**src/rtl/bytecode_fetch_if.sv**
```systemverilog
`timescale 1ns/1ps
`default_nettype none
// ============================================================================
//  Module   : bytecode_fetch_if
//  Purpose  : Request/delivery handshake and bytecode RAM port of the
//             bytecode fetch unit, bundled into one interface.
//  Revision : 1.0 - initial release
// ============================================================================
interface bytecode_fetch_if #(
  parameter int ADDRESS_WIDTH = 12
);
  logic                     pc_reset;
  logic                     start;
  logic [7:0]               next_byte;
  logic                     ready;
  logic                     eof;
  logic                     busy;
  logic [ADDRESS_WIDTH-1:0] pc;
  logic [ADDRESS_WIDTH-3:0] mem_addr;
  logic                     mem_rd;
  logic [31:0]              mem_rdata;

  // Environment side: the byte consumer plus the RAM that answers reads.
  modport master (
    output pc_reset, start, mem_rdata,
    input  next_byte, ready, eof, busy, pc, mem_addr, mem_rd
  );

  // Fetch unit side.
  modport slave (
    input  pc_reset, start, mem_rdata,
    output next_byte, ready, eof, busy, pc, mem_addr, mem_rd
  );
endinterface
`default_nettype wire

```
**src/rtl/bytecode_fetch.sv**
```systemverilog
`timescale 1ns/1ps
`default_nettype none
// ============================================================================
//  Module   : bytecode_fetch
//  Purpose  : Delivers one JVM bytecode byte per start/ready handshake from a
//             word-wide synchronous RAM through a one-word buffer, tracks the
//             bytecode PC and flags end of code.
//  Revision : 1.0 - initial release
// ============================================================================
module bytecode_fetch #(
  parameter int SIZE          = 1024,
  parameter int ADDRESS_WIDTH = 12
) (
  input  wire logic       clk,
  input  wire logic       rst_n,
  bytecode_fetch_if.slave bus
);

  localparam int                     c_WORD_W = ADDRESS_WIDTH - 2;
  localparam logic [ADDRESS_WIDTH:0] c_SIZE   = SIZE[ADDRESS_WIDTH:0];

  localparam logic [1:0] c_IDLE = 2'd0;
  localparam logic [1:0] c_READ = 2'd1;
  localparam logic [1:0] c_FILL = 2'd2;

  logic [1:0]               r_state;
  logic [1:0]               w_next_state;
  logic [ADDRESS_WIDTH-1:0] r_pc;
  logic [31:0]              r_buf_word;
  logic [c_WORD_W-1:0]      r_buf_tag;
  logic                     r_buf_valid;
  logic [7:0]               r_next_byte;
  logic                     r_ready;
  logic                     r_eof;
  logic [c_WORD_W-1:0]      r_mem_addr;

  logic [c_WORD_W-1:0]      w_word_addr;
  logic                     w_at_end;
  logic                     w_hit;
  logic                     w_accept;
  logic                     w_mem_rd;
  logic                     w_busy;
  logic [7:0]               w_buf_byte;
  logic [7:0]               w_mem_byte;

  // Big-endian byte lane select: offset 0 is the most significant byte.
  function automatic logic [7:0] sel_byte(input logic [31:0] word, input logic [1:0] ofs);
    logic [7:0] b;
    case (ofs)
      2'd0:    b = word[31:24];
      2'd1:    b = word[23:16];
      2'd2:    b = word[15:8];
      default: b = word[7:0];
    endcase
    return b;
  endfunction

  assign w_word_addr = r_pc[ADDRESS_WIDTH-1:2];
  assign w_at_end    = ({1'b0, r_pc} >= c_SIZE);
  assign w_hit       = r_buf_valid && (r_buf_tag == w_word_addr);
  assign w_accept    = (r_state == c_IDLE) && bus.start && !bus.pc_reset;
  assign w_buf_byte  = sel_byte(r_buf_word, r_pc[1:0]);
  assign w_mem_byte  = sel_byte(bus.mem_rdata, r_pc[1:0]);

  // State register.
  always_ff @(posedge clk or negedge rst_n) begin
    if (!rst_n) begin
      r_state <= c_IDLE;
    end else begin
      r_state <= w_next_state;
    end
  end

  // Next state: only a buffer miss leaves IDLE; pc_reset always returns to IDLE.
  always_comb begin
    w_next_state = r_state;
    case (r_state)
      c_IDLE:  if (w_accept && !w_at_end && !w_hit) w_next_state = c_READ;
      c_READ:  w_next_state = c_FILL;
      c_FILL:  w_next_state = c_IDLE;
      default: w_next_state = c_IDLE;
    endcase
    if (bus.pc_reset) begin
      w_next_state = c_IDLE;
    end
  end

  // State-decoded outputs: one-cycle RAM strobe in READ, busy across the fetch.
  always_comb begin
    w_mem_rd = 1'b0;
    w_busy   = 1'b0;
    case (r_state)
      c_READ: begin
        w_mem_rd = 1'b1;
        w_busy   = 1'b1;
      end
      c_FILL:  w_busy = 1'b1;
      default: ;
    endcase
  end

  // Datapath: PC, word buffer, delivered byte and the registered ready/eof pulse.
  always_ff @(posedge clk or negedge rst_n) begin
    if (!rst_n) begin
      r_pc        <= '0;
      r_buf_word  <= '0;
      r_buf_tag   <= '0;
      r_buf_valid <= 1'b0;
      r_next_byte <= '0;
      r_ready     <= 1'b0;
      r_eof       <= 1'b0;
      r_mem_addr  <= '0;
    end else begin
      r_ready <= 1'b0;
      // Remember the word address driven during READ so it holds afterwards.
      if (r_state == c_READ) begin
        r_mem_addr <= w_word_addr;
      end
      if (bus.pc_reset) begin
        r_pc        <= '0;
        r_buf_valid <= 1'b0;
      end else if (w_accept) begin
        if (w_at_end) begin
          r_ready     <= 1'b1;
          r_eof       <= 1'b1;
          r_next_byte <= 8'h00;
        end else if (w_hit) begin
          r_ready     <= 1'b1;
          r_eof       <= 1'b0;
          r_next_byte <= w_buf_byte;
          r_pc        <= r_pc + ADDRESS_WIDTH'(1);
        end
      end else if (r_state == c_FILL) begin
        r_buf_word  <= bus.mem_rdata;
        r_buf_tag   <= w_word_addr;
        r_buf_valid <= 1'b1;
        r_ready     <= 1'b1;
        r_eof       <= 1'b0;
        r_next_byte <= w_mem_byte;
        r_pc        <= r_pc + ADDRESS_WIDTH'(1);
      end
    end
  end

  assign bus.next_byte = r_next_byte;
  assign bus.ready     = r_ready;
  assign bus.eof       = r_eof;
  assign bus.busy      = w_busy;
  assign bus.pc        = r_pc;
  assign bus.mem_rd    = w_mem_rd;
  assign bus.mem_addr  = w_mem_rd ? w_word_addr : r_mem_addr;

endmodule
`default_nettype wire

```
**src/flat_wrapper.sv**
```systemverilog
// flat-port wrapper written by rule: the top's interface ports become plain ports
module bytecode_fetch_flat 
#(
  parameter int SIZE          = 1024,
  parameter int ADDRESS_WIDTH = 12
)
  (clk, rst_n, bus_pc_reset, bus_start, bus_mem_rdata, bus_next_byte, bus_ready, bus_eof, bus_busy, bus_pc, bus_mem_addr, bus_mem_rd);
  bytecode_fetch_if #(.ADDRESS_WIDTH(ADDRESS_WIDTH)) bus_i ();
  input  wire logic clk;
  input  wire logic rst_n;
  input wire logic [$bits(bus_i.pc_reset)-1:0] bus_pc_reset;
  input wire logic [$bits(bus_i.start)-1:0] bus_start;
  input wire logic [$bits(bus_i.mem_rdata)-1:0] bus_mem_rdata;
  output wire logic [$bits(bus_i.next_byte)-1:0] bus_next_byte;
  output wire logic [$bits(bus_i.ready)-1:0] bus_ready;
  output wire logic [$bits(bus_i.eof)-1:0] bus_eof;
  output wire logic [$bits(bus_i.busy)-1:0] bus_busy;
  output wire logic [$bits(bus_i.pc)-1:0] bus_pc;
  output wire logic [$bits(bus_i.mem_addr)-1:0] bus_mem_addr;
  output wire logic [$bits(bus_i.mem_rd)-1:0] bus_mem_rd;
  assign bus_i.pc_reset = bus_pc_reset;
  assign bus_i.start = bus_start;
  assign bus_i.mem_rdata = bus_mem_rdata;
  assign bus_next_byte = bus_i.next_byte;
  assign bus_ready = bus_i.ready;
  assign bus_eof = bus_i.eof;
  assign bus_busy = bus_i.busy;
  assign bus_pc = bus_i.pc;
  assign bus_mem_addr = bus_i.mem_addr;
  assign bus_mem_rd = bus_i.mem_rd;
  bytecode_fetch #(.SIZE(SIZE), .ADDRESS_WIDTH(ADDRESS_WIDTH)) u_core (.clk(clk), .rst_n(rst_n), .bus(bus_i));
endmodule
```
**config.mk**
```make
export PLATFORM = sky130hd
export DESIGN_NAME = bytecode_fetch_flat
export DESIGN_NICKNAME = d
export VERILOG_FILES = /design/src/rtl/bytecode_fetch_if.sv /design/src/rtl/bytecode_fetch.sv /design/src/flat_wrapper.sv
export SDC_FILE = /design/constraint.sdc
export NUM_CORES = 1
export LEC_CHECK = 0
export BUFFER_PORTS_ARGS = -buffer_cell sky130_fd_sc_hd__buf_2
export CORE_MARGIN = 2
export CORE_UTILIZATION = 25
export DETAILED_ROUTE_END_ITERATION = 12
export GPL_ROUTABILITY_DRIVEN = 1
export PLACE_DENSITY = 0.53
export SETUP_SLACK_MARGIN = 0.05
export SLEW_MARGIN = 10
export SYNTH_ARGS = -nofsm -noshare
export SYNTH_HDL_FRONTEND = slang
export SYNTH_SLANG_ARGS = --single-unit
```
**constraint.sdc**
```tcl
create_clock -name clk -period 2.19 [get_ports clk]
set_input_delay 0.438 -clock clk [delete_from_list [all_inputs] [get_ports clk]]
set_output_delay 0.438 -clock clk [all_outputs]
set_load 0.05 [all_outputs]
```
* Word level (Yosys, flattened, before mapping)
Cells that the tools add are included.
** Storage, ports and cells
- Input bits :: 36
- Bits in writable memories :: 0
- Memories kept :: 0
- Register bits after elaboration :: 77
- Memory bits (read-only) :: 0
- Logic and storage cells :: 70
- Bits in latches :: 0
- Output and inout port bits :: 34
** Cells by class
- Bitwise gates (word level) :: 2
- Mux-type cells :: 29
- Equality and inequality tests :: 10
- Order comparisons :: 1
- Shift-type cells :: 0
- Reduce and logical (&&, ||, !) cells :: 18
- Div/mod/pow operators :: 0
- Multipliers :: 0
- Add/subtract/negate cells :: 1
** Operators with widths (number)
- 2-to-1 mux 12 bit :: 5
- one-hot mux 8 bit (3 select lines) :: 2
- 2-to-1 mux 8 bit :: 4
- 2-to-1 mux 1 bit :: 14
- adder 12 x 1 -> 12 bit, second input constant :: 1
- greater-or-equal comparator 12 x 11 -> 1 bit, second input constant :: 1
- == test 10 bit :: 1
- 2-to-1 mux 10 bit :: 1
- AND reduction 3 bit :: 3
- != test 3 bit, second input constant :: 2
- logical AND 1 bit :: 5
- == test 2 x 1 -> 1 bit, second input constant :: 2
- == test 2 bit, second input constant :: 2
- logical NOT 2 bit :: 2
- 2-to-1 mux 2 bit :: 2
- one-hot mux 2 bit (2 select lines) :: 1
- nonzero test 2 bit :: 2
- logical NOT 1 bit :: 3
- != test 3 x 1 -> 1 bit, second input constant :: 1
- != test 3 x 2 -> 1 bit, second input constant :: 1
- nonzero test 3 bit :: 1
- != test 2 bit, second input constant :: 1
- inverter 1 bit :: 2
- AND reduction 2 bit :: 1
- OR reduction 2 bit :: 1

* Longest topological paths before layout
Gate-level depths: netlist of run 1.
- Depth after elaboration :: 8
- Gate-level depth with buffers :: 9

* Worst setup path after synthesis of run 1
No wires, ideal clock.
- Path type :: flip-flop to flip-flop
- Start point :: register u_core.r_pc[10] (netlist: u_core.bus.pc[10])
- End point :: register u_core.r_pc[5] (netlist: u_core.bus.pc[5])
- Period minus slack after synthesis :: 2.501 ns
- Cell stages (with the launch flop) :: 8
- Setup slack :: -0.311 ns
- Arrival :: 2.374 ns
- Required time :: 2.062 ns
- Setup time :: 0.128 ns
- Cells stage by stage :: dfrtp_1 buf_6 xnor2_2 nand4_1 or4_4 buf_6 a2111oi_4 mux2_1
** Between the ends
- Word-level cells in the longest chain between the ends :: 4
** Ends and longest elaborated chain
- start, declared :: line bytecode_fetch.sv:28 : logic [ADDRESS_WIDTH-1:0] r_pc;
- start signal, assigned :: line bytecode_fetch.sv:131 : r_pc <= r_pc + ADDRESS_WIDTH'(1);
- start signal, assigned :: line bytecode_fetch.sv:140 : r_pc <= r_pc + ADDRESS_WIDTH'(1);
- branches (longest 3 deep; another with greater-or-equal comparator 12 x 11 -> 1 bit)
- AND reduction 3 bit (no source line) (*)
Mark *: on every way between the ends.
A chain may end at the register's enable or synchronous reset.

* Worst setup path after layout of run 1
- Start point :: register u_core.r_pc[8] (netlist: u_core.bus.pc[8])
- End point :: register u_core.r_pc[5] (netlist: u_core.bus.pc[5])
The elaborated chain is that of the path after synthesis.

==> summary by stage, run 1 <==
Status
The flow ran to the end, and the final reports show no timing, DRC or antenna violations.

Worst setup path
The standard cell with the maximum stage delay on the critical path is sky130_fd_sc_hd__or4_4. The number of buffers and inverters on the critical path is 0. For the worst setup path, the data required time is ~2400 ps. The critical setup path kind is reg2reg. The setup slack of the worst register-to-register path is about 37 ps.

Of all nets on the critical path, the largest fanout is 6. The depth of the most critical reg-to-reg path is 5. Walking the worst path, the cells encountered are xnor2_2 > nand4_1 > or4_4 > a2111oi_4 > mux2_4. The worst setup path is launched from a register. The delay of the slowest cell on the worst path is ~600 ps.

In this design, the largest share of critical-path delay is due to simple AND/OR/NAND/NOR gates. The endpoint class of the critical path is a register. The reg-to-reg critical path startpoint is u_core.bus.pc[8].

The endpoint identified for the worst register-to-register timing path is u_core.bus.pc[5]. Data arrives at the worst endpoint at approximately 2400 ps.

Timing
The worst hold slack is ~21 ps. After layout, the minimum clock period comes to between 2000 and 2500 ps. The final setup violation count is 0. The max-slew violation total from the final report was 0. Headroom to the max-slew limit came out at between 60 and 70%.

For the pin with the worst max-slew slack, the measured transition is about 520 ps. Clock skew on the completed layout was measured at roughly 8.7 ps. The final-report hold violation count is 0. The minimum setup slack in the final design is 37.4 ps. After layout, the worst path uses a little over nine tenths of the clock period. Setup repair after global routing could not meet its margin everywhere. Based on the critical path, the design can be clocked at up to around 460 MHz.

Placement
The HPWL after detailed placement is roughly 7.2 mm. The number of placed cells counting well taps is around 590. The congestion estimate from routability-driven global placement came to between 0.7 and 0.8. Input and output buffers added on the ports amount to 69. The worst setup slack after placement is -0.850 ps.

Die
The die extent in x is between 100 and 150 µm. The initial cell density of the core is 25.4%. The vertical die dimension is around 130 µm. The floorplan step defined a die boundary enclosing between 15,000 and 20,000 µm². The floorplan step defined a core boundary enclosing 15,100 µm². Pin placement for this block handled 70 I/O pins. In this run the core area contains 45 standard-cell rows.

Routing
The average detailed-routed wire length per instance is 16.3 µm. The total wire length after detailed routing is 10.0 mm. In the routed layout, each cell is associated on average with a via count of approximately 4.8. Across all layers, the routed design uses 2,927 vias. The post-route antenna net violation count is 0.

For this block, the initial DRC count from the detailed router was 260. The number of remaining DRC errors is 0. The first-pass detailed-route iteration total is 7.

CTS
The later pin in the worst-skew pair is clocked with a latency of 340 ps. The clock tree synthesis step divided the H-tree into 3 levels. The clock tree root buffer cell is sky130_fd_sc_hd__clkbuf_16. The quantity of hold-fixing buffers added after cts is 0. The CTS tree is built. The deepest clock path buffer count is 2.

The clock transition time at the flip-flop clock pins of the worst setup and hold paths is ~60 ps. For this design, the sink count on the clock tree is 77. Buffers inserted during clock tree synthesis total 9.

Pwr
Power spread over the standard cell area amounts to between 800 and 900 nW/µm². The total power of the final layout is roughly 0.0042 W. The worst ir drop on vdd is 0.510 mV. The analysis attributes to cell leakage a power of about 2.4 nW.

Logic synthesis
The post-synthesis average cell area is roughly 12 µm². After synthesis, flip-flops and latches occupy about half of the total area. The share of async-settable or async-resettable flops after synthesis is 100%.

Of the total synthesized cell area, the portion taken by full adders, half adders and majority gates is 2.28%. The flop and latch count out of synthesis is slightly below 80. Counting every net in the synthesized netlist gives around 370. By area, the combinational part of the netlist is dominated by multiplexers. The synthesized netlist devotes 9.36% of its cell area to simple gates. The distinct cell type count after synthesis is 29.

The xor-xnor portion of the synthesized cell area is under 10%. The fraction of synthesized area in multiplexers is 20.5%. The synthesized instance count is between 300 and 400. The synthesized netlist occupies a cell area of 3840 µm². The share of the synthesized area in compound gates (AO/OA/AOI/OAI) is a little over a tenth. Among all flip-flop cells after synthesis, the most frequent one is sky130_fd_sc_hd__dfrtp_1. For this run, the number of Yosys warnings is 0.

In this run, synthesis inferred 0 flip-flops with an integrated enable.

GRT
The total grt overflow is 0. The via count of the first global-routing pass came to 2,995. The global-route wire length before repair is 15.7 mm. Entering global routing, the biggest net connects 37 pins. The number of antenna violations at the first check in global routing is 2. The global-route usage over all layers is between 10% and 20%.

Run
Across the run, the number of max-cap violations was 0.

Final layout
The number of nets in the final layout is between 400 and 500. The multi-input gate area in the final layout is 1910 µm². The layout has approximately 1.5k filler cells. The number of standard cells in the layout, taps in and fillers out is around 600. The post-synthesis to final-layout area growth is 36.1%. The number of antenna repair diodes is 0. The fraction of layout instances using a drive strength above 1 is between 50% and 60%. The footprint of the flip-flops and latches is 1940 µm².

Hold path
The worst hold path belongs to the class in2async.
-- stage by stage --
step	area, µm²	utilization (%)	setup TNS, ps
floorplan	3870	-	-113
global placement	4620	30.6	0
detailed placement	4620	30.6	-0.850
CTS	4990	33.1	0
global route	5220	34.6	-8.60
finish	5220	34.6	0
-- placed cells by master, fill, tap and decap left out, drive strengths merged, types with 3 or more instances in the layout --
| cell type | instances |
|---|---|
| buf | 109 |
| inv | 6 |
| mux2 | 69 |
| o21ai | 5 |
| nand3 | 9 |
| o22ai | 9 |
| dfrtp | 77 |
| xnor2 | 10 |
| nand2 | 8 |
| a21oi | 28 |
| a222oi | 16 |
| and2 | 3 |
| nor2b | 11 |
| ha | 7 |
| nor2 | 30 |
| nand4 | 4 |
| clkbuf | 9 |
-- worst max-delay path by stage --
stage                                  from               end  cells past startpoint
after floorplan            u_core.bus.pc[6]  u_core.bus.pc[5]                      7
after global placement    u_core.r_state[1]  u_core.bus.pc[5]                      6
after detailed placement  u_core.r_state[1]  u_core.bus.pc[5]                      6
after CTS                 u_core.r_state[1]   bus_mem_addr[3]                      4
after global routing       u_core.bus.pc[4]  u_core.bus.pc[5]                      5
final                      u_core.bus.pc[8]  u_core.bus.pc[5]                      5
-- state kept, by name, indices dropped and copies added (netlist names), 2 cells and up --
signal                flops
u_core.bus.pc            12
u_core.r_mem_addr        10
u_core.bus.next_byte      8
u_core.r_state            2
u_core.r_buf_tag         10
u_core.r_buf_word        32
-- final cells by class --
cell class / count / area share, %
Sequential cell: 77 / 37.2
Timing Repair Buffer: 109 / 15.2
Inverter: 6 / 0.431
Clock inverter: 6 / 1.70
Multi-Input combinational cell: 220 / 36.6
Clock buffer: 9 / 4.31
Tap cell: 188 / 4.50
-- cell usage after synthesis, types with 2 or more instances --
library cell	instances	area, µm²
sky130_fd_sc_hd__nor2b_1	11	68.8
sky130_fd_sc_hd__and2_1	3	18.8
sky130_fd_sc_hd__inv_1	6	22.5
sky130_fd_sc_hd__ha_1	7	87.6
sky130_fd_sc_hd__buf_6	5	56.3
sky130_fd_sc_hd__and4_1	2	17.5
sky130_fd_sc_hd__nand2_1	8	30.0
sky130_fd_sc_hd__o22ai_1	9	56.3
sky130_fd_sc_hd__mux2_2	68	766
sky130_fd_sc_hd__dfrtp_1	77	1930
sky130_fd_sc_hd__a21oi_1	27	135
sky130_fd_sc_hd__xnor2_1	7	61.3
sky130_fd_sc_hd__a222oi_1	16	160
sky130_fd_sc_hd__nor2_1	30	113
sky130_fd_sc_hd__and3_1	2	12.5
sky130_fd_sc_hd__nand3_1	9	45.0
sky130_fd_sc_hd__nand4_1	4	25.0
sky130_fd_sc_hd__clkbuf_1	18	67.6
sky130_fd_sc_hd__xnor2_2	3	48.8
sky130_fd_sc_hd__o21ai_0	5	25.0
-- per-layer routing --
metal  share of wire [%]  up-vias  wire (µm)  GRT usage [%]
met4                0.88        2         88           2.52
met5                0.11        -         11              0
met2                  50       79       4970           20.9
li1                    -     1377          -              -
met3                 6.8       12        683           4.72
met1                  43     1457       4290           15.2
-- kinds of logic (layout without fill, tap and decap cells) --
family,Yosys count,count (layout)
flip-flops,77,77
AND/OR/NAND/NOR,73,73
multiplexers,70,70
AO/OA/AOI/OAI,60,60
buffers and inverters,29,130
XOR/XNOR,10,10
adder cells (fa/ha/maj),7,7
-- what timing repair did --
item,CTS,global route
setup endpoints to repair,11,22
setup buffers,3,10
gates resized for setup,10,41
pin swaps,3,7
cloned,0,0
-- worst reg2reg max path, delay by kind of cell (launching register included) --
kind | cells | cell delay (ps)
AND/OR/NAND/NOR | 2 | 780
flip-flops | 1 | 420
AO/OA/AOI/OAI | 1 | 350
multiplexers | 1 | 330
XOR/XNOR | 1 | 160
-- power breakdown --
group | internal (W) | switching [W] | leakage, nW
sequential | 0.00166 | 0.000121 | 1.02
clock | 0.000991 | 0.000601 | 0.147
combinational | 0.000374 | 0.000487 | 1.26
total | 0.00303 | 0.00121 | 2.43
Power figures use the tool's default switching activity.
==> run 2, diff against run 1 <==
- PLACE_DENSITY: 0.53 -> 0.51
- SKIP_LAST_GASP: not set -> 1
- clock period: 2.19 -> 2.1 ns (I/O delays scaled with it)
==> summary by stage, run 2 (synthesis results as in run 1) <==
Status
The flow ran to the end, but the final reports show violations. The checks that failed: negative setup slack.

Placement
Detailed placement ended at an HPWL of 7.48 mm. Port buffering added 69 buffers. The weighted congestion reported at the end of routability-driven placement is between 0.8 and 0.9.

Routing
For this run, design rule violations remaining after detail routing come to 0. The average via count per standard cell is roughly 4.8. The post-route antenna net violation count is 0.

Summing over every cut layer, the via total after detailed routing is approximately 3k. The first-pass detailed-route iteration total is 5. The DRC marker count from the first detailed-route iteration is 200. The average detailed-routed wire length per instance is about 17 µm. After detailed routing, the total wire length is 10.4 mm.

Final layout
The register with the most flip-flops in the layout has 32 of them. The number of nets in the final layout is about 470. The most common cell after layout, fill and taps aside is sky130_fd_sc_hd__dfrtp_1. The fraction of layout instances using a drive strength above 1 is roughly 55%. The fill cell total of the finished layout is around 1.5k. The register name with the most flops is u_core.r_buf_word. Summing all multi-input logic gate instances after layout gives ~2000 µm². The footprint of the flip-flops and latches is just under 2000 µm².

In the layout the commonest cells are sky130_fd_sc_hd__dfrtp_1, sky130_fd_sc_hd__buf_2, sky130_fd_sc_hd__mux2_2, sky130_fd_sc_hd__buf_4, sky130_fd_sc_hd__nor2_1. The post-synthesis to final-layout area growth is 40.7%.

Die
The placeable core area is around 15,000 µm². The number of ports placed on the die boundary is 70. The initial utilization of the core area, before any placement, comes to ~25%. After floorplanning, the core was divided into 45 placement rows. The vertical die dimension is approximately 130 µm. The die area is 16,400 µm². In this run the horizontal extent of the chip is roughly 130 µm.

Worst setup path
The critical path in this run is classified as reg2reg. The maximum net fanout on the critical path is 5. At the worst endpoint, the required time is 2320 ps.

The type of origin of the critical path is a register. The endpoint class of the critical path is a register. The endpoint arrival time on the critical path is roughly 2400 ps.

Timing
The final-report hold violation count came to 0. Across all setup checks in the final design, the least slack found is -44.1 ps. The smallest clock period supported by the final layout is computed as between 2000 and 2500 ps. Across all hold checks on the routed design, the worst slack comes to 19.6 ps.

Derived from the worst setup path, the maximum achievable clock frequency is 466 MHz. The final setup violation count is 13. The max-slew headroom at the worst pin is roughly 69%. Setup repair after global routing could not meet its margin everywhere. The measured slew at the worst slew-check pin is ~470 ps. The max-slew violation total from the final report came to 0. The part of the cycle the worst path needs is 102%. The clock arrives with between 8 and 9 ps of skew.

GRT
The number of antenna violations at the first check in global routing is 1. The global-route usage over all layers is a little over an eighth. The global-route wire length before repair is approximately 17 mm. The via count of the first global-routing pass is between 3k and 4k. The total overflow left after global routing is 0. The pin count of the biggest net entering global routing is 38.

CTS
The clock transition time at the flip-flop clock pins of the worst setup and hold paths is 70 ps. The CTS tree is built. The clock latency of the later-clocked register in the worst-skew pair is about 340 ps.

The clock tree root buffer cell is sky130_fd_sc_hd__clkbuf_16. In this run, post-CTS hold repair placed 0 buffers. For this design, the sink count on the clock tree is 77.

The total CTS buffers is 9. The deepest clock path buffer count is 2. The clock tree synthesis step divided the H-tree into 3 levels.

Pwr
The worst ir drop on vdd is 0.647 mV. Total power for the finished layout comes to ~0.0045 W. Power spread over the standard cell area amounts to 830 nW/µm².

Summed over all cells, the static leakage comes to 2.49 nW.

Run
The max-capacitance violation count is 0.

Hold path
The worst hold path belongs to the class in2async.
[run 2: cell types whose count changed in the layout (fill, tap and decap cells not counted), moves of 2 or more]
cell / before / now
sky130_fd_sc_hd__xnor2_1: 1 / 3
sky130_fd_sc_hd__xnor2_2: 9 / 7
sky130_fd_sc_hd__a21oi_1: 24 / 22
sky130_fd_sc_hd__a21oi_4: 4 / 6
sky130_fd_sc_hd__buf_8: 0 / 9
sky130_fd_sc_hd__mux2_2: 65 / 53
sky130_fd_sc_hd__mux2_4: 4 / 16
sky130_fd_sc_hd__buf_12: 8 / 6
[run 2: per-layer routing]
layer | vias up | global-route usage (%) | wire length, µm
met3 | 15 | 4.76 | 635
li1 | 1401 | - | -
met2 | 82 | 22.6 | 5110
met5 | - | 0 | 0
met1 | 1507 | 15.8 | 4510
met4 | 0 | 4.01 | 165
[run 2: power breakdown]
part           switching, W  internal [W]  leakage, nW  total [W]
sequential         0.000131       0.00173         1.02    0.00186
clock              0.000647       0.00104        0.152    0.00169
combinational      0.000523      0.000406         1.32   0.000928
total               0.00130       0.00318         2.49    0.00448
[run 2: path summary, 6_finish.rpt]
kind,start,endpoint,slack (ps),cells past startpoint
worst min-delay path,rst_n,u_core.bus.next_byte[0],20,1
max in group asynchronous,rst_n,u_core.r_state[0],1510,2
min in group clk,bus_mem_rdata[8],u_core.r_buf_word[8],330,2
worst max register to register,u_core.bus.pc[10],u_core.bus.pc[5],-40,5
worst max-delay path,u_core.bus.pc[10],u_core.bus.pc[5],-40,5
worst min register to register,u_core.bus.next_byte[4],u_core.bus.next_byte[4],500,1
[run 2: what timing repair did]
action                                  in CTS  in global routing
buffers inserted                             3                  3
resized for setup                           68                  7
gates cloned                                 1                  0
pin swaps                                    7                  7
endpoints found under the setup margin      24                 27
[run 2: area by class of cell]
| type | instances | share of cell area (%) |
|---|---|---|
| clock inverter | 7 | 1.81 |
| clock buffer | 9 | 4.17 |
| timing repair buffer | 117 | 16.7 |
| inverter | 6 | 0.417 |
| sequential | 77 | 36.0 |
| multi-input combinational | 220 | 36.5 |
| antenna | 1 | 0.0463 |
| tap | 188 | 4.36 |
[run 2: through the flow]
stage,utilization [%],area [µm²],instances,setup WS [ps],setup TNS (ps)
5_1_grt,35.8,5400,624,-96.3,-1200
6_report,35.8,5400,625,-44.1,-202
4_1_cts,35.3,5330,621,-42.8,-336
3_5_place_dp,31.2,4710,601,-71.3,-610
2_1_floorplan,-,3870,326,-203,-664
3_3_place_gp,31.2,4710,601,-39.6,-379
[run 2: worst max-delay path, stage by stage (launching register included)]
cell                        delay [ps]
sky130_fd_sc_hd__dfrtp_2           450
sky130_fd_sc_hd__xnor2_2           150
sky130_fd_sc_hd__nand4_1           190
sky130_fd_sc_hd__or4_4             530
sky130_fd_sc_hd__a2111oi_4         360
sky130_fd_sc_hd__mux2_4            340
==> run 3, diff against run 2 <==
- ABC_AREA: not set -> 1
==> summary by stage, run 3 <==
Status
The run finished with clean final reports.

Final layout
The most common cell after layout, fill and taps aside is sky130_fd_sc_hd__nand2_1. The library cells used most frequently in the layout, excluding fill and tap cells, are sky130_fd_sc_hd__nand2_1, sky130_fd_sc_hd__dfrtp_1, sky130_fd_sc_hd__buf_2, sky130_fd_sc_hd__inv_1, sky130_fd_sc_hd__o21ai_0. The final core utilization is about 33%. The number of antenna diodes in the final layout is 0. The fill cell total of the finished layout is 1,774. The post-route netlist has between 20 and 30% of its cells at a drive strength greater than 1. The register with the most flip-flops in the final layout is u_core.r_buf_word. The number of nets in the final layout is about 660. The area growth from synthesis to layout is 29.5%.

The flip-flop count of the largest register, all copies and words added is 32.

Routing
The first TritonRoute pass finished after 4 iterations. The total via count after detailed routing is roughly 3.7k. The DRC marker count from the first detailed-route iteration is approximately 220.

The total wire length after detailed routing is approximately 12 mm. The post-route antenna net violation count is 0. Dividing the detail-routed via count by the number of cells gives approximately 4.4. The number of remaining DRC errors is 0. Dividing the detail-routed wire length by the instance count gives around 14 µm.

Pwr
The static leakage is 2.65 nW. The power density normalized to cell area is approximately 1100 nW/µm². Power comes to ~0.0057 W.

The worst ir drop on vdd is between 0.4 and 0.5 mV.

Die
The die extent in x is 133 µm. The number of ports placed on the die boundary is 70. After floorplanning, the core was sized to cover between 15,000 and 20,000 µm². The initial cell density of the core is around a quarter. The vertical die dimension is 133 µm.

The floorplan has 47 rows. The floorplan step defined a die boundary enclosing 17,600 µm².

Timing
After layout, the minimum clock period comes to 2060 ps. The part of the cycle the worst path needs is a little over nine tenths. The measured slew at the worst slew-check pin is approximately 540 ps.

Between clock sinks in the finished design, the worst skew comes to approximately 8 ps. The max-slew violation total from the final report is 0. The peak clock frequency supported by timing is slightly below 500 MHz. In this run the tightest slew margin relative to its limit is roughly 64%. Setup repair after global routing could not meet its margin everywhere. The final setup violation count is 0. The final-report hold violation count is 0. Adding up every negative setup slack in the final design gives 0 ps.

Logic synthesis
In the synthesized netlist, the cells that appear most often are sky130_fd_sc_hd__nand2_1, sky130_fd_sc_hd__dfrtp_1, sky130_fd_sc_hd__o21ai_0. Synthesis instantiated 30 different standard cells from the library. The cell taking the most area after synthesis is sky130_fd_sc_hd__dfrtp_1.

The synthesized instance count is between 500 and 600. By area the synthesized netlist is led by sky130_fd_sc_hd__dfrtp_1, sky130_fd_sc_hd__nand2_1, sky130_fd_sc_hd__o21ai_0, sky130_fd_sc_hd__inv_1, sky130_fd_sc_hd__nand3_1. The number of nets in the synthesized netlist is 577. The number of synthesized flops with an enable pin is 0. Sequential elements use a little under half of the synthesized area. The main flop type after synthesis is sky130_fd_sc_hd__dfrtp_1. Among all cell types in the netlist, the one instantiated most often is sky130_fd_sc_hd__nand2_1. Yosys printed 0 warnings.

The top-area cell type share of the netlist area is between 40% and 50%. The area of the mapped netlist is 4130 µm². The flop and latch count out of synthesis is 77.

Dividing the synthesized area by the synthesized cell count gives just under 8 µm². The share of async-settable or async-resettable flops after synthesis is 100%.

CTS
The number of clock sinks is between 70 and 80. The CTS tree is built. The H-tree generated during clock tree synthesis spans 3 levels. The total CTS buffers is 9. The clock latency of the later-clocked register in the worst-skew pair is around 350 ps. The longest clock path from root to sink contains 2 buffers. Hold repair after CTS inserted 0 buffers. The cell sitting at the root of the clock tree is a sky130_fd_sc_hd__clkbuf_16. The clock transition time at the flip-flop clock pins of the worst setup and hold paths is around 60 ps.

Worst setup path
The critical path is of the reg2out type. For the worst setup path, the data required time is between 1500 and 2000 ps. The reg-to-reg critical path startpoint is u_core.bus.pc[0]. In this run the worst setup path begins at u_core.r_state[1]. The type of origin of the critical path is a register.

For the worst setup path, the data arrival time is ~1600 ps. The worst setup path is captured at an output port. The maximum net fanout on the critical path is 6.

Placement
In this run the tool buffered the top-level ports with 69 buffer cells. The weighted congestion reported at the end of routability-driven placement is ~0.8. The HPWL after detailed placement is just over 8 mm.

GRT
Entering global routing, the biggest net connects between 70 and 80 pins. The number of antenna violations at the first check in global routing is 0. The via count of the first global-routing pass is 3,640.

The total grt overflow is 0. Global routing used 13.7% of the available tracks across all layers. The first global-routing pass estimated about 19 mm of wire.

Hold path
The worst hold path belongs to the class in2async.

Run
The max-capacitance violation count is 0.
run 3: cell count changes after synthesis, moves of 9 or more:
cell                       before  now
sky130_fd_sc_hd__o21ai_0        5   58
sky130_fd_sc_hd__inv_1          6   54
sky130_fd_sc_hd__clkbuf_1      18    8
sky130_fd_sc_hd__nor2b_1       11    0
sky130_fd_sc_hd__o22ai_1        9    0
sky130_fd_sc_hd__nand2_1        8  178
sky130_fd_sc_hd__a222oi_1      16    0
sky130_fd_sc_hd__nand3_1        9   27
sky130_fd_sc_hd__mux2_2        68    9
run 3: path summary, 6_finish.rpt:
kind,endpoint,slack (ps),cells after the start
worst max-delay path,bus_mem_addr[0],40,6
worst min-delay path,u_core.r_mem_addr[1],60,1
worst max register to register,u_core.bus.next_byte[2],210,8
worst min register to register,u_core.bus.eof,470,2
max in group asynchronous,u_core.r_buf_word[15],1430,2
min in group clk,u_core.r_buf_word[28],320,2
run 3: through the flow:
step | worst slack [ps] | hold slack (ps) | cells | instance area [µm²]
global route | -57.9 | 93.1 | 840 | 5360
detailed placement | 142 | 446 | 814 | 4860
global placement | 205 | 429 | 814 | 4860
floorplan | 66.0 | 124 | 534 | 4240
CTS | 29.9 | 65.2 | 834 | 5290
finish | 35.9 | 64.2 | 840 | 5360
run 3: cell families after synthesis:
kind of cell / count (synthesis) / share of synthesized area [%]
xor gates and xnor gates: 3 / 0.636
buffers and inverters: 87 / 9.38
adders and majority gates: 7 / 2.12
DFF: 77 / 46.6
AOI/OAI and AO/OA: 99 / 12.9
and+or+nand+nor: 252 / 25.9
muxes: 9 / 2.45
run 3: cell type report:
| type | instances | area, µm² | area share [%] |
|---|---|---|---|
| Sequential cell | 77 | 1930 | 36.0 |
| Tap cell | 220 | 275 | 5.14 |
| Clock buffer | 10 | 239 | 4.46 |
| Inverter | 62 | 243 | 4.53 |
| Clock inverter | 6 | 62.6 | 1.17 |
| Timing Repair Buffer | 95 | 649 | 12.1 |
| Multi-Input combinational cell | 370 | 1960 | 36.6 |
run 3: metal layers:
layer	share of wire, %	track usage (%)	vias up
met5	0	0	-
li1	-	-	1849
met4	0.98	3.76	0
met2	48	23.0	82
met3	4.1	3.52	8
met1	47	17.4	1750
run 3: critical path: stages (launching register included):
cell                         delay (ps)
sky130_fd_sc_hd__dfrtp_1            390
sky130_fd_sc_hd__inv_2               80
sky130_fd_sc_hd__ha_4               140
sky130_fd_sc_hd__clkinvlp_4         170
sky130_fd_sc_hd__buf_4              210
sky130_fd_sc_hd__o21ai_4            140
sky130_fd_sc_hd__buf_6              170
run 3: power breakdown:
part / switching, W / internal, W / leakage (nW)
clock: 0.000642 / 0.000948 / 0.140
sequential: 0.000223 / 0.00189 / 1.00
combinational: 0.00130 / 0.000656 / 1.51
total: 0.00216 / 0.00349 / 2.65
run 3: what timing repair did:
item,4_1_cts,5_1_grt
resized for setup,28,6
setup buffers,4,6
endpoints found under the setup margin,10,11
